`src/rtl/uart_rx_fifo.sv`:
```
`default_nettype none
// ============================================================================
//  Module   : uart_rx_fifo
//  Purpose  : Oversampling UART receiver.
//             - Two-flop input synchroniser.
//             - Mid-bit sampling FSM with optional parity and 1/2 stop bits.
//             - First-word-fall-through receive FIFO.
//             - Sticky framing, parity and overrun flags.
//  Revision : 1.0 - initial release
// ============================================================================
module uart_rx_fifo #(
    parameter int DATA_BITS  = 8,
    parameter int OVERSAMPLE = 16,
    parameter int PARITY_EN  = 0,
    parameter int PARITY_ODD = 0,
    parameter int STOP_BITS  = 1,
    parameter int FIFO_DEPTH = 4
) (
    input  logic                              clk,
    input  logic                              rst_n,
    input  logic                              rxd,
    input  logic                              sample_tick,
    input  logic                              rd_en,
    output logic [DATA_BITS-1:0]              rd_data,
    output logic                              rx_empty,
    output logic [$clog2(FIFO_DEPTH+1)-1:0]   rx_count,
    output logic                              rx_busy,
    input  logic                              err_clr,
    output logic                              frame_err,
    output logic                              parity_err,
    output logic                              overrun
);

    localparam int CNT_W = $clog2(OVERSAMPLE);
    localparam int BIT_W = $clog2(DATA_BITS);
    localparam int PTR_W = $clog2(FIFO_DEPTH);
    localparam int CW    = $clog2(FIFO_DEPTH + 1);

    localparam logic [CNT_W-1:0] c_tick_mid  = CNT_W'(OVERSAMPLE / 2 - 1);
    localparam logic [CNT_W-1:0] c_tick_end  = CNT_W'(OVERSAMPLE - 1);
    localparam logic [BIT_W-1:0] c_last_bit  = BIT_W'(DATA_BITS - 1);
    localparam logic [CW-1:0]    c_full_cnt  = CW'(FIFO_DEPTH);
    localparam logic             c_par_odd   = (PARITY_ODD != 0);
    localparam logic             c_par_en    = (PARITY_EN != 0);
    localparam logic             c_two_stop  = (STOP_BITS == 2);

    typedef enum logic [2:0] {
        S_IDLE   = 3'd0,
        S_START  = 3'd1,
        S_DATA   = 3'd2,
        S_PARITY = 3'd3,
        S_STOP   = 3'd4
    } state_t;

    // ------------------------------------------------------------------
    // Signals
    // ------------------------------------------------------------------
    logic                   rxd_meta_q;
    logic                   rxd_s_q;

    state_t                 state_q,    state_d;
    logic [CNT_W-1:0]       tick_cnt_q, tick_cnt_d;
    logic [BIT_W-1:0]       bit_idx_q,  bit_idx_d;
    logic [DATA_BITS-1:0]   shift_q,    shift_d;
    logic                   perr_q,     perr_d;
    logic                   ferr_q,     ferr_d;
    logic                   stop_idx_q, stop_idx_d;

    logic                   done;
    logic                   done_ferr;
    logic                   done_perr;
    logic                   tick_mid;
    logic                   tick_end;

    logic [DATA_BITS-1:0]   mem_q [FIFO_DEPTH];
    logic [DATA_BITS-1:0]   mem_d [FIFO_DEPTH];
    logic [PTR_W-1:0]       wr_ptr_q,   wr_ptr_d;
    logic [PTR_W-1:0]       rd_ptr_q,   rd_ptr_d;
    logic [CW-1:0]          count_q,    count_d;
    logic                   fifo_full;
    logic                   fifo_empty;
    logic                   push;
    logic                   pop;
    logic                   good_char;

    logic                   frame_err_q,  frame_err_d;
    logic                   parity_err_q, parity_err_d;
    logic                   overrun_q,    overrun_d;

    // Two-flop synchroniser; idles high like the line itself
    always_ff @(posedge clk or negedge rst_n) begin
        if (!rst_n) begin
            rxd_meta_q <= 1'b1;
            rxd_s_q    <= 1'b1;
        end else begin
            rxd_meta_q <= rxd;
            rxd_s_q    <= rxd_meta_q;
        end
    end

    assign tick_mid = sample_tick && (tick_cnt_q == c_tick_mid);
    assign tick_end = sample_tick && (tick_cnt_q == c_tick_end);

    // Receiver FSM: next state, counters, shift register and completion
    always_comb begin
        state_d    = state_q;
        tick_cnt_d = tick_cnt_q;
        bit_idx_d  = bit_idx_q;
        shift_d    = shift_q;
        perr_d     = perr_q;
        ferr_d     = ferr_q;
        stop_idx_d = stop_idx_q;
        done       = 1'b0;
        done_ferr  = 1'b0;
        done_perr  = 1'b0;

        if (sample_tick && state_q != S_IDLE) begin
            tick_cnt_d = tick_cnt_q + CNT_W'(1);
        end

        case (state_q)
            S_IDLE: begin
                tick_cnt_d = '0;
                bit_idx_d  = '0;
                if (!rxd_s_q) begin
                    state_d    = S_START;
                    perr_d     = 1'b0;
                    ferr_d     = 1'b0;
                    stop_idx_d = 1'b0;
                end
            end

            S_START: begin
                if (tick_mid) begin
                    tick_cnt_d = '0;
                    bit_idx_d  = '0;
                    // A high line at mid-start is a glitch, not a character
                    state_d    = rxd_s_q ? S_IDLE : S_DATA;
                end
            end

            S_DATA: begin
                if (tick_end) begin
                    tick_cnt_d = '0;
                    shift_d    = {rxd_s_q, shift_q[DATA_BITS-1:1]};
                    bit_idx_d  = bit_idx_q + BIT_W'(1);
                    if (bit_idx_q == c_last_bit) begin
                        state_d = c_par_en ? S_PARITY : S_STOP;
                    end
                end
            end

            S_PARITY: begin
                if (tick_end) begin
                    tick_cnt_d = '0;
                    perr_d     = ((^shift_q) ^ rxd_s_q) != c_par_odd;
                    state_d    = S_STOP;
                end
            end

            S_STOP: begin
                if (tick_end) begin
                    tick_cnt_d = '0;
                    if (c_two_stop && !stop_idx_q) begin
                        stop_idx_d = 1'b1;
                        ferr_d     = ferr_q | ~rxd_s_q;
                    end else begin
                        // Leave at mid-stop so a following start edge is caught
                        done      = 1'b1;
                        done_ferr = ferr_q | ~rxd_s_q;
                        done_perr = perr_q;
                        state_d   = S_IDLE;
                    end
                end
            end

            default: begin
                state_d    = S_IDLE;
                tick_cnt_d = '0;
                bit_idx_d  = '0;
            end
        endcase
    end

    // Receiver FSM registers
    always_ff @(posedge clk or negedge rst_n) begin
        if (!rst_n) begin
            state_q    <= S_IDLE;
            tick_cnt_q <= '0;
            bit_idx_q  <= '0;
            shift_q    <= '0;
            perr_q     <= 1'b0;
            ferr_q     <= 1'b0;
            stop_idx_q <= 1'b0;
        end else begin
            state_q    <= state_d;
            tick_cnt_q <= tick_cnt_d;
            bit_idx_q  <= bit_idx_d;
            shift_q    <= shift_d;
            perr_q     <= perr_d;
            ferr_q     <= ferr_d;
            stop_idx_q <= stop_idx_d;
        end
    end

    assign fifo_full  = (count_q == c_full_cnt);
    assign fifo_empty = (count_q == '0);
    assign good_char  = done && !done_ferr && !done_perr;
    assign pop        = rd_en && !fifo_empty;
    // A pop in the completion cycle frees the slot the new character needs
    assign push       = good_char && (!fifo_full || rd_en);

    // FIFO storage, pointers and occupancy
    always_comb begin
        mem_d    = mem_q;
        wr_ptr_d = wr_ptr_q;
        rd_ptr_d = rd_ptr_q;
        count_d  = count_q;
        if (push) begin
            mem_d[wr_ptr_q] = shift_q;
            wr_ptr_d        = wr_ptr_q + PTR_W'(1);
        end
        if (pop) begin
            rd_ptr_d = rd_ptr_q + PTR_W'(1);
        end
        case ({push, pop})
            2'b10:   count_d = count_q + CW'(1);
            2'b01:   count_d = count_q - CW'(1);
            default: count_d = count_q;
        endcase
    end

    // FIFO registers
    always_ff @(posedge clk or negedge rst_n) begin
        if (!rst_n) begin
            for (int i = 0; i < FIFO_DEPTH; i++) begin
                mem_q[i] <= '0;
            end
            wr_ptr_q <= '0;
            rd_ptr_q <= '0;
            count_q  <= '0;
        end else begin
            mem_q    <= mem_d;
            wr_ptr_q <= wr_ptr_d;
            rd_ptr_q <= rd_ptr_d;
            count_q  <= count_d;
        end
    end

    // Sticky error flags; a new error wins over a simultaneous clear
    always_comb begin
        frame_err_d  = (frame_err_q  & ~err_clr) | (done && done_ferr);
        parity_err_d = (parity_err_q & ~err_clr) | (done && done_perr);
        overrun_d    = (overrun_q    & ~err_clr) | (good_char && fifo_full && !rd_en);
    end

    // Error flag registers
    always_ff @(posedge clk or negedge rst_n) begin
        if (!rst_n) begin
            frame_err_q  <= 1'b0;
            parity_err_q <= 1'b0;
            overrun_q    <= 1'b0;
        end else begin
            frame_err_q  <= frame_err_d;
            parity_err_q <= parity_err_d;
            overrun_q    <= overrun_d;
        end
    end

    assign rd_data    = mem_q[rd_ptr_q];
    assign rx_empty   = fifo_empty;
    assign rx_count   = count_q;
    assign rx_busy    = (state_q != S_IDLE);
    assign frame_err  = frame_err_q;
    assign parity_err = parity_err_q;
    assign overrun    = overrun_q;

endmodule
`default_nettype wire
```
`config.mk`:
```
export PLATFORM = sky130hd
export DESIGN_NAME = uart_rx_fifo
export DESIGN_NICKNAME = d
export VERILOG_FILES = /design/src/rtl/uart_rx_fifo.sv
export SDC_FILE = /design/constraint.sdc
export NUM_CORES = 1
export LEC_CHECK = 0
export ABC_CLOCK_PERIOD_IN_PS = 6800
export CORE_ASPECT_RATIO = 0.8
export CORE_MARGIN = 2
export CORE_UTILIZATION = 55
export CTS_CLUSTER_SIZE = 12
export DETAILED_ROUTE_END_ITERATION = 12
export MAX_ROUTING_LAYER = met4
export PLACE_DENSITY = 0.86
export SLEW_MARGIN = 20
export SYNTH_ARGS = -nofsm -noshare
export SYNTH_HDL_FRONTEND = slang
export SYNTH_SLANG_ARGS = --single-unit
```
`constraint.sdc`:
```
create_clock -name clk -period 6.8 [get_ports clk]
set_clock_uncertainty 0.2 [all_clocks]
set_input_delay 1.36 -clock clk [delete_from_list [all_inputs] [get_ports clk]]
set_output_delay 1.36 -clock clk [all_outputs]
set_load 0.02 [all_outputs]
```
Word-level counts from Yosys, hierarchy flattened
Index checks and enable logic that the tools add are counted.

Reduce and logical (&&, ||, !) cells: 30. Multiplexer cells: 31. $add $sub $neg: 6. Magnitude comparators: 3. Bitwise gates (word level): 12. Equal/unequal tests: 16.

Operator list (number): 32-bit bitwise mux (1); 3-bit 2-to-1 mux (8); 8-bit 2-to-1 mux (3); 8-bit binary-select mux with 2-bit select (1); 8-bit demux with 2-bit select (1); 3-bit case mux with 5 select lines (1); 1-bit logical AND (12); 4-bit 2-to-1 mux (3); 2-bit != test, second input constant (6); 3-bit equality test, second input constant (3); 3-bit case mux with 3 select lines (1); 1-bit 2-to-1 mux (8); 4-bit case mux with 2 select lines (1); 8-bit parity (1); 3-bit by 1-bit adder with 3-bit output, second input constant (2); 3-bit by 2-bit equality test with 1-bit output, second input constant (2); 3-bit >= comparator, second input constant (2); 3-bit logical NOT (2); 2-bit NOT with 3-bit output (2); 3-bit case mux with 2 select lines (1); 3-bit AND reduction (2); 6-bit AND reduction (1); 1-bit logical NOT (5); 2-bit by 1-bit adder with 2-bit output, second input constant (2); other kinds (20) (27).

Bits of input ports: 6. Word-level logic and storage cells: 115. Output and inout bits: 16. Register bits after elaboration: 63.

Logic depth before layout (Yosys ltp)
Gate-level depths: netlist of the first run.

Depth after elaboration: 10. Gate-level depth with buffers: 10. Mapped depth without buffers: 10.

Worst setup path after synthesis of the first run
OpenSTA, ideal clock, no wires.

Path kind: input -> register. From: input port rd_en. To: register count_q[2] (netlist: rx_count[2]). Data required time: 6.520 ns. Setup slack: 3.436 ns. Setup time: 0.080 ns. Arrival time: 3.084 ns. Stages: 8. Path buffers: 0. Cell sequence: or4b_2 -> nand4b_1 -> ha_1 -> inv_1 -> fa_1 -> xor2_1 -> nor2_1 -> xor2_1.

Longest elaborated chain between the ends: 4. Elaborated cells on any way between the ends: 7. Those cells by class: eq/ne (2); mux (1); reduce/logical (4).

Ends and longest elaborated chain: from (decl) (RTL line 23) `input logic rd_en,`; 1-bit logical OR (RTL line 211) `assign push = good_char && (!fifo_full || rd_en);`; 1-bit logical AND (RTL line 211); 2-bit by 1-bit equality test with 1-bit output / 2-bit equality test (equally long branches) (RTL line 226) `case ({push, pop})`; 3-bit case mux with 2 select lines / 2-bit nonzero test (equally long branches); to (signal assigned) (RTL line 246) `count_q <= count_d;`; to (decl) (RTL line 79) `logic [CW-1:0] count_q, count_d;`.

Several ways; a longest one is shown, not always the timed one. A chain may end at the register's enable or synchronous reset.

Worst setup path after layout of the first run
From: register rd_ptr_q[0]. To: output port rd_data[6].

Longest elaborated chain between the ends: 4.

Ends and longest elaborated chain: from (decl) (RTL line 78) `logic [PTR_W-1:0] rd_ptr_q, rd_ptr_d;`; from (signal assigned) (RTL line 245) `rd_ptr_q <= rd_ptr_d;`; 2-bit NOT with 3-bit output (not written as such) (RTL line 270) `assign rd_data = mem_q[rd_ptr_q];`; 8-bit binary-select mux with 2-bit select (RTL line 270); 8-bit 2-to-1 mux (not written as such) (2 in a row) (RTL line 270); to (decl) (RTL line 24) `output logic [DATA_BITS-1:0] rd_data,`.

No other way between the ends. The select of a mux whose other input is x is not followed.

==> results of run 1 <==
logic make-up (layout without fill, tap and decap cells):
| kind of cell | count (synthesis) | in the layout |
|---|---|---|
| AOI/OAI and AO/OA | 23 | 23 |
| xor gates and xnor gates | 16 | 16 |
| adders and majority gates | 9 | 9 |
| buffers and inverters | 16 | 48 |
| DFF | 63 | 63 |
| muxes | 50 | 50 |
| and+or+nand+nor | 36 | 36 |
worst max-delay path, cell delays in order (launching register included):
cell,delay [ns]
dfrtp_1,0.78
mux4_2,0.61
clkdlybuf4s50_1,0.55
per-stage QoR:
stage | utilization [%] | std cells | cell area (sq um) | power, uW | hold slack (ns)
after detailed placement | 63.27 | 291 | 3204 | 722.6 | 0.1468
after CTS | 67.17 | 307 | 3402 | 1044 | 0.1572
final | 67.17 | 307 | 3402 | 1038 | 0.1565
after global routing | 67.17 | 307 | 3402 | 1100 | 0.1592
after floorplan | - | 213 | 2934 | 643.7 | 0.1452
after global placement | 63.27 | 291 | 3204 | 703.2 | 0.1460
final timing paths:
path | endpoint | slack, ns | depth (start not counted)
setup / recovery | rd_data[6] | 2.96 | 2
setup reg to reg | rx_count[2]$_DFFE_PN0P_ | 4.18 | 8
hold / removal | rxd_s_q$_DFF_PN1_ | 0.16 | 0
hold reg to reg | rxd_s_q$_DFF_PN1_ | 0.16 | 0
max in group asynchronous | perr_q$_DFFE_PN0P_ | 4.90 | 2
min in group asynchronous | rx_count[1]$_DFFE_PN0P_ | 0.97 | 2
cell usage after synthesis (2+ instances only):
cell       n  area, sq um
dfrtp_1   61         1526
mux2_2    40        450.4
nor2_1    11        41.29
inv_1      9        33.78
xnor2_1    9        78.83
ha_1       8        100.1
mux4_2     8        180.2
o21ai_0    7        35.03
nand2_1    6        22.52
xor2_1     6        52.55
clkbuf_1   5        18.77
a22o_1     4        35.03
nand2_2    4        25.02
nor3_1     4        20.02
a21oi_1    3        15.01
dfstp_2    2        52.55
nand4_1    2        12.51
o32ai_1    2        17.52
power breakdown:
| part | switching, uW | internal (uW) |
|---|---|---|
| logic | 104 | 114 |
| clock network | 144 | 177 |
| registers | 81.9 | 417 |
per-layer routing:
metal	up-vias	GRT usage (%)	wire, um
li1	823	-	-
met2	28	27.17	2412
met1	912	27.96	2582
met5	-	-	0
met3	5	7.143	171
met4	0	5.291	40
registers in the layout (all words and copies together), names as in the netlist:
register / cells
bit_idx_q: 3
rxd_s_q: 1
shift_q: 8
wr_ptr_q: 2
mem_q: 32
parity_err: 1
overrun: 1
state_q: 3
rd_ptr_q: 2
frame_err: 1
rx_count: 3
rxd_meta_q: 1
tick_cnt_q: 4
perr_q: 1
cells in the final DEF (no fill, tap or decap), drive strengths merged, types with 2 or more instances in the layout:
master / synthesis / layout
a22o: 4 / 4
ha: 8 / 8
clkbuf: 5 / 10
mux4: 8 / 8
nor2: 11 / 11
a21oi: 3 / 3
o21ai: 7 / 7
nor3: 4 / 4
nand4: 2 / 2
dfstp: 2 / 2
buf: 2 / 3
nand2: 10 / 10
clkdlybuf4s50: 0 / 20
o32ai: 2 / 2
xor2: 6 / 6
xnor2: 9 / 9
clkinv: 0 / 3
dfrtp: 61 / 61
mux2: 41 / 41
clkinvlp: 0 / 2
inv: 9 / 9
layout make-up:
class                   count  area, sq um  area share (%)
clock inverters             6        60.06           1.765
repair buffers             23        220.2           6.473
flip-flops and latches     63         1579           46.41
clock buffers              10        137.6           4.046
multi-input cells         134         1294           38.03
inverters                   9        33.78          0.9930
well taps                  62        77.57           2.280
==> results.txt, run 1 <==
Post-synth ARST share = 100.0%
Synth Area in Compound Gates = 5.416%
Synth Instances = 213
Crit path DAT = 2.28 ns
Max Cap Violations = 0
Cts repair resizes = 0
Die height = 69.33 um
Reg-to-reg critical path startpoint = rx_count[1]$_DFFE_PN0P_
Post-synth net total = 228
Post-synthesis sequential area ratio = 53.82%
Setup WS post-layout = 2.956 ns
Drt pass-1 iters = 4
Dpl ws = 2.914 ns
Routability Congestion = 0.8295
CP Class = reg2out
Multiplexer area fraction after synthesis = 22.22%
Initial antenna violation count = 0
Crit-path max FO = 10
FILL cells = 354
Core Rows = 23
Setup Viol. Count Final = 0
Synthesized flop and latch total = 63
Iteration-0 DRC Markers = 108
Post-Route WL = 5.206 mm
Grt ovf = 0
Initial Util = 57.93%
WL/cell = 16.96 um
Port Buffers = 21
Final Hold Viols = 0
Hold_buf cts = 0
Mean Syn Cell Area = 13.77 sq um
Drt via density = 5.759
Leakage = 0.001618 uW
Largest net degree at the start of global routing = 64
Fmax = 260.1 MHz
Fin Setup TNS = 0 ns
Synth Flop Type = dfrtp_1
Req. time, crit path = 5.24 ns
Relative slew slack = 47.56%
Clk sink count = 63
Die area = 0.005938 sq mm
Post-CTS Setup Bufs = 0
Total CTS buffers = 9
Antenna-violating nets left = 0
Share of cells above drive strength 1 = 30.61%
Clk slew on worst S/H paths = 0.07 ns
Number of distinct library cells after synthesis = 40
Vias in the first global route = 1,703
Maximum VDD drop = 0.2226 mV
CTS root buf = clkbuf_8
Crit. End Element = output pin
Post-detail-place hpwl = 3.352 mm
Die W = 85.66 um
RSZ-0062 raised after global routing = no
CTS tree = yes
Post-layout min period = 3.844 ns
ANT cells = 0
Vias = 1,768
Adder-Cell Fraction of Synth Area = 4.094%
First-pass GRT wire length = 8.514 mm
Period Utilization, post-route = 56.53%
Core area = 0.005065 sq mm
Type of origin of the critical path = flip-flop
Synth warn = 0
Outcome = finished clean
Area grow syn2layout = 15.95%
Post-route DRC = 0
I/O Pins = 22
Post-Syn Area = 0.002934 sq mm
Hold_sp = rxd_meta_q$_DFF_PN1_
Clock tree buffer depth = 2
Layout net count = 255
Clock H-tree levels = 3
XOR/XNOR Fraction of Synth Area = 5.245%
Hold Path Class = reg2reg
Slew Viols, Final = 0
Crit path from = rd_ptr_q[0]$_DFFE_PN0P_
Tot GR Track Use = 19.74%
Combinational family with the most area after synthesis = multiplexers
Post-synthesis simple-gate area fraction = 7.122%
Post-synth EDFFs = 0
Clock latency on the worst-skew pair = 0.33 ns
Slew @ Worst Pin = 0.7866 ns
Pwr dens = 305.0 mW/mm^2
(Power assumes the default switching activity.)
==> run 2, diff against run 1 <==
--- a/config.mk
+++ b/config.mk
@@ -5,14 +5,14 @@
 export SDC_FILE = /design/constraint.sdc
 export NUM_CORES = 1
 export LEC_CHECK = 0
-export ABC_CLOCK_PERIOD_IN_PS = 6800
+export ABC_CLOCK_PERIOD_IN_PS = 3100
 export CORE_ASPECT_RATIO = 0.8
 export CORE_MARGIN = 2
-export CORE_UTILIZATION = 55
+export CORE_UTILIZATION = 52
 export CTS_CLUSTER_SIZE = 12
 export DETAILED_ROUTE_END_ITERATION = 12
 export MAX_ROUTING_LAYER = met4
-export PLACE_DENSITY = 0.86
+export PLACE_DENSITY = 0.85
 export SLEW_MARGIN = 20
 export SYNTH_ARGS = -nofsm -noshare
 export SYNTH_HDL_FRONTEND = slang
==> constraint.sdc (replaced) <==
create_clock -name clk -period 3.1 [get_ports clk]
set_clock_uncertainty 0.2 [all_clocks]
set_input_delay 0.62 -clock clk [delete_from_list [all_inputs] [get_ports clk]]
set_output_delay 0.62 -clock clk [all_outputs]
set_load 0.02 [all_outputs]
==> run 2 against run 1 <==
Against the previous run:
- sequential share of layout area is 0.47 points lower
- first-iteration DRC count is 35% lower
- worst hold slack worse by 0.038 ns
- routed wire length is 2.8% lower
- clock-buffer cell count stayed put
- power is 110% higher
- critical path depth is 1 higher
- clock power is 100% higher
- global-route usage is 0.24 points lower
- flip-flop and latch count stayed put
- cell area is 1.0% higher
- via count is 0.51% lower
- highest routed layer unchanged
==> results.txt, run 2 (synthesis results as in run 1) <==
Req. time, crit path = 2.28 ns (-2.96 ns)
Vias in the first global route = 1,809 (+6.2%)
Commonest cells after routing, fill and taps aside = dfrtp_1, mux2_2, clkdlybuf4s50_1
Clk slew on worst S/H paths = 0.07 ns (about the same)
Slew @ Worst Pin = 0.6525 ns (-0.1341 ns)
Clock latency on the worst-skew pair = 0.33 ns (about the same)
Core area = 0.005435 sq mm (+7.3%)
Hold Path Class = in2async
Post-detail-place hpwl = 3.541 mm (+5.6%)
Die W = 87.98 um (+2.7%)
CTS tree = yes
Crit path from = rd_ptr_q[0]$_DFFE_PN0P_
Share of cells above drive strength 1 = 30.77% (+0.16 points)
RSZ-0062 raised after global routing = no
Post-layout min period = 2.901 ns
Die area = 0.006263 sq mm (+5.5%)
Clk sink count = 63 (unchanged)
Reg-to-reg critical path startpoint = rx_count[1]$_DFFE_PN0P_
Drt via density = 5.412 (-6.0%)
Initial Util = 53.98% (-3.9 points)
Pwr dens = 648.9 mW/mm^2 (+110%)
Setup Viol. Count Final = 0 (unchanged)
Layout net count = 258 (+1.2%)
Crit-path max FO = 8 (-2)
Largest net degree at the start of global routing = 35 (-45%)
Drt pass-1 iters = 4 (unchanged)
Multi-input gate area = 0.001294 sq mm (unchanged)
Cts repair resizes = 0 (unchanged)
Post-route DRC = 0 (unchanged)
Crit path DAT = 2.08 ns (-0.20 ns)
WL met1 = 2.357 mm (-8.7%)
Clock H-tree levels = 3 (unchanged)
Total CTS buffers = 9 (unchanged)
Placed instance count = 310 (+6.5%)
Post-Route WL = 5.062 mm (-2.8%)
Die height = 71.19 um (+2.7%)
Tot GR Track Use = 19.50% (-0.24 points)
Most flop-heavy register = mem_q
Dpl ws = -0.01479 ns (-2.929 ns)
Max Cap Violations = 0 (unchanged)
CTS root buf = clkbuf_8
Area grow syn2layout = 17.14%
Max FFs per register = 32 (unchanged)
Outcome = finished clean
Top routing layer in use = met4
First-pass GRT wire length = 8.776 mm (+3.1%)
Met2 routed wirelength = 2.427 mm (+0.62%)
Initial antenna violation count = 0 (unchanged)
Grt ovf = 0 (unchanged)
Antenna-violating nets left = 0 (unchanged)
FILL cells = 409 (+16%)
Iteration-0 DRC Markers = 70 (-35%)
Maximum VDD drop = 0.3564 mV (+60%)
Relative slew slack = 56.50% (+8.9 points)
Port Buffers = 21 (unchanged)
Finished Layout Cells = 325 (+5.9%)
Hold_buf cts = 0 (unchanged)
Fmax = 344.8 MHz
Period Utilization, post-route = 93.57%
Clock tree buffer depth = 2 (unchanged)
Routability Congestion = 0.8602 (+3.7%)
WL/cell = 15.58 um (-8.2%)
Post-CTS Setup Bufs = 0 (unchanged)
ANT cells = 0 (unchanged)
Setup WS post-layout = 0.1995 ns (-2.756 ns)
DP Area = 0.003259 sq mm (+1.7%)
Slew Viols, Final = 0 (unchanged)
Crit. End Element = output pin
Final Hold Viols = 0 (unchanged)
CP Class = reg2out
Leakage = 0.001634 uW (+0.95%)
Wire length on met3 = 215 um (+26%)
Cell area after layout = 0.003437 sq mm (+1.0%)
Leading registers by flop count = mem_q x32, shift_q x8, tick_cnt_q x4
Vias = 1,759 (-0.51%)
I/O Pins = 22 (unchanged)
Commonest non-fill, non-tap cell in the layout = dfrtp_1
Core Rows = 24 (+4.3%)
Register Area = 0.001579 sq mm (unchanged)
Type of origin of the critical path = flip-flop
run 2: area by class of cell:
type	instances	area share [%]
Clock buffer	10	3.713
Clock inverter	5	1.456
Inverter	9	0.9829
Multi-Input combinational cell	134	37.64
Sequential cell	63	45.94
Tap cell	78	2.839
Timing Repair Buffer	26	7.426
run 2: worst paths after layout:
check	to	slack, ns	depth (start not counted)
setup / recovery	rd_data[7]	0.20	3
hold reg to reg	rxd_s_q$_DFF_PN1_	0.16	0
max in group asynchronous	mem_q[2]$_DFFE_PN0P_	1.99	2
setup reg to reg	rx_count[2]$_DFFE_PN0P_	0.53	8
min in group clk	rxd_s_q$_DFF_PN1_	0.16	0
hold / removal	tick_cnt_q[1]$_DFF_PN0_	0.12	1
run 2: layer usage:
layer / up-vias / track usage, %
met4: 0 / 6.325
met5: - / -
met1: 881 / 26.50
li1: 828 / -
met2: 43 / 27.78
met3: 7 / 6.651
run 2: power breakdown:
group          switching [uW]  internal (uW)
logic                     256            264
clock network             289            361
registers                 145            916
total                     690           1540
run 2: stage by stage:
step / total power, uW / setup TNS, ns / util, % / hold WS, ns
2_1_floorplan: 1412 / 0 / - / 0.1244
3_3_place_gp: 1565 / 0 / 59.97 / 0.1455
3_5_place_dp: 1596 / -0.01479 / 59.97 / 0.1481
4_1_cts: 2253 / 0 / 63.24 / 0.1255
5_1_grt: 2364 / 0 / 63.24 / 0.1652
6_report: 2230 / 0 / 63.24 / 0.1186
run 2: worst max-delay path: stages, from the launching register on:
cell             delay, ns
dfrtp_1               0.38
buf_4                 0.25
mux4_2                0.55
clkdlybuf4s50_1       0.56
==> run 3, diff against run 2 <==
--- a/config.mk
+++ b/config.mk
@@ -6,6 +6,7 @@
 export NUM_CORES = 1
 export LEC_CHECK = 0
 export ABC_CLOCK_PERIOD_IN_PS = 3100
+export CAP_MARGIN = 10
 export CORE_ASPECT_RATIO = 0.8
 export CORE_MARGIN = 2
 export CORE_UTILIZATION = 52
==> results of run 3 <==
Same layout as run 2: the final DEF is identical, and so are final timing and power.
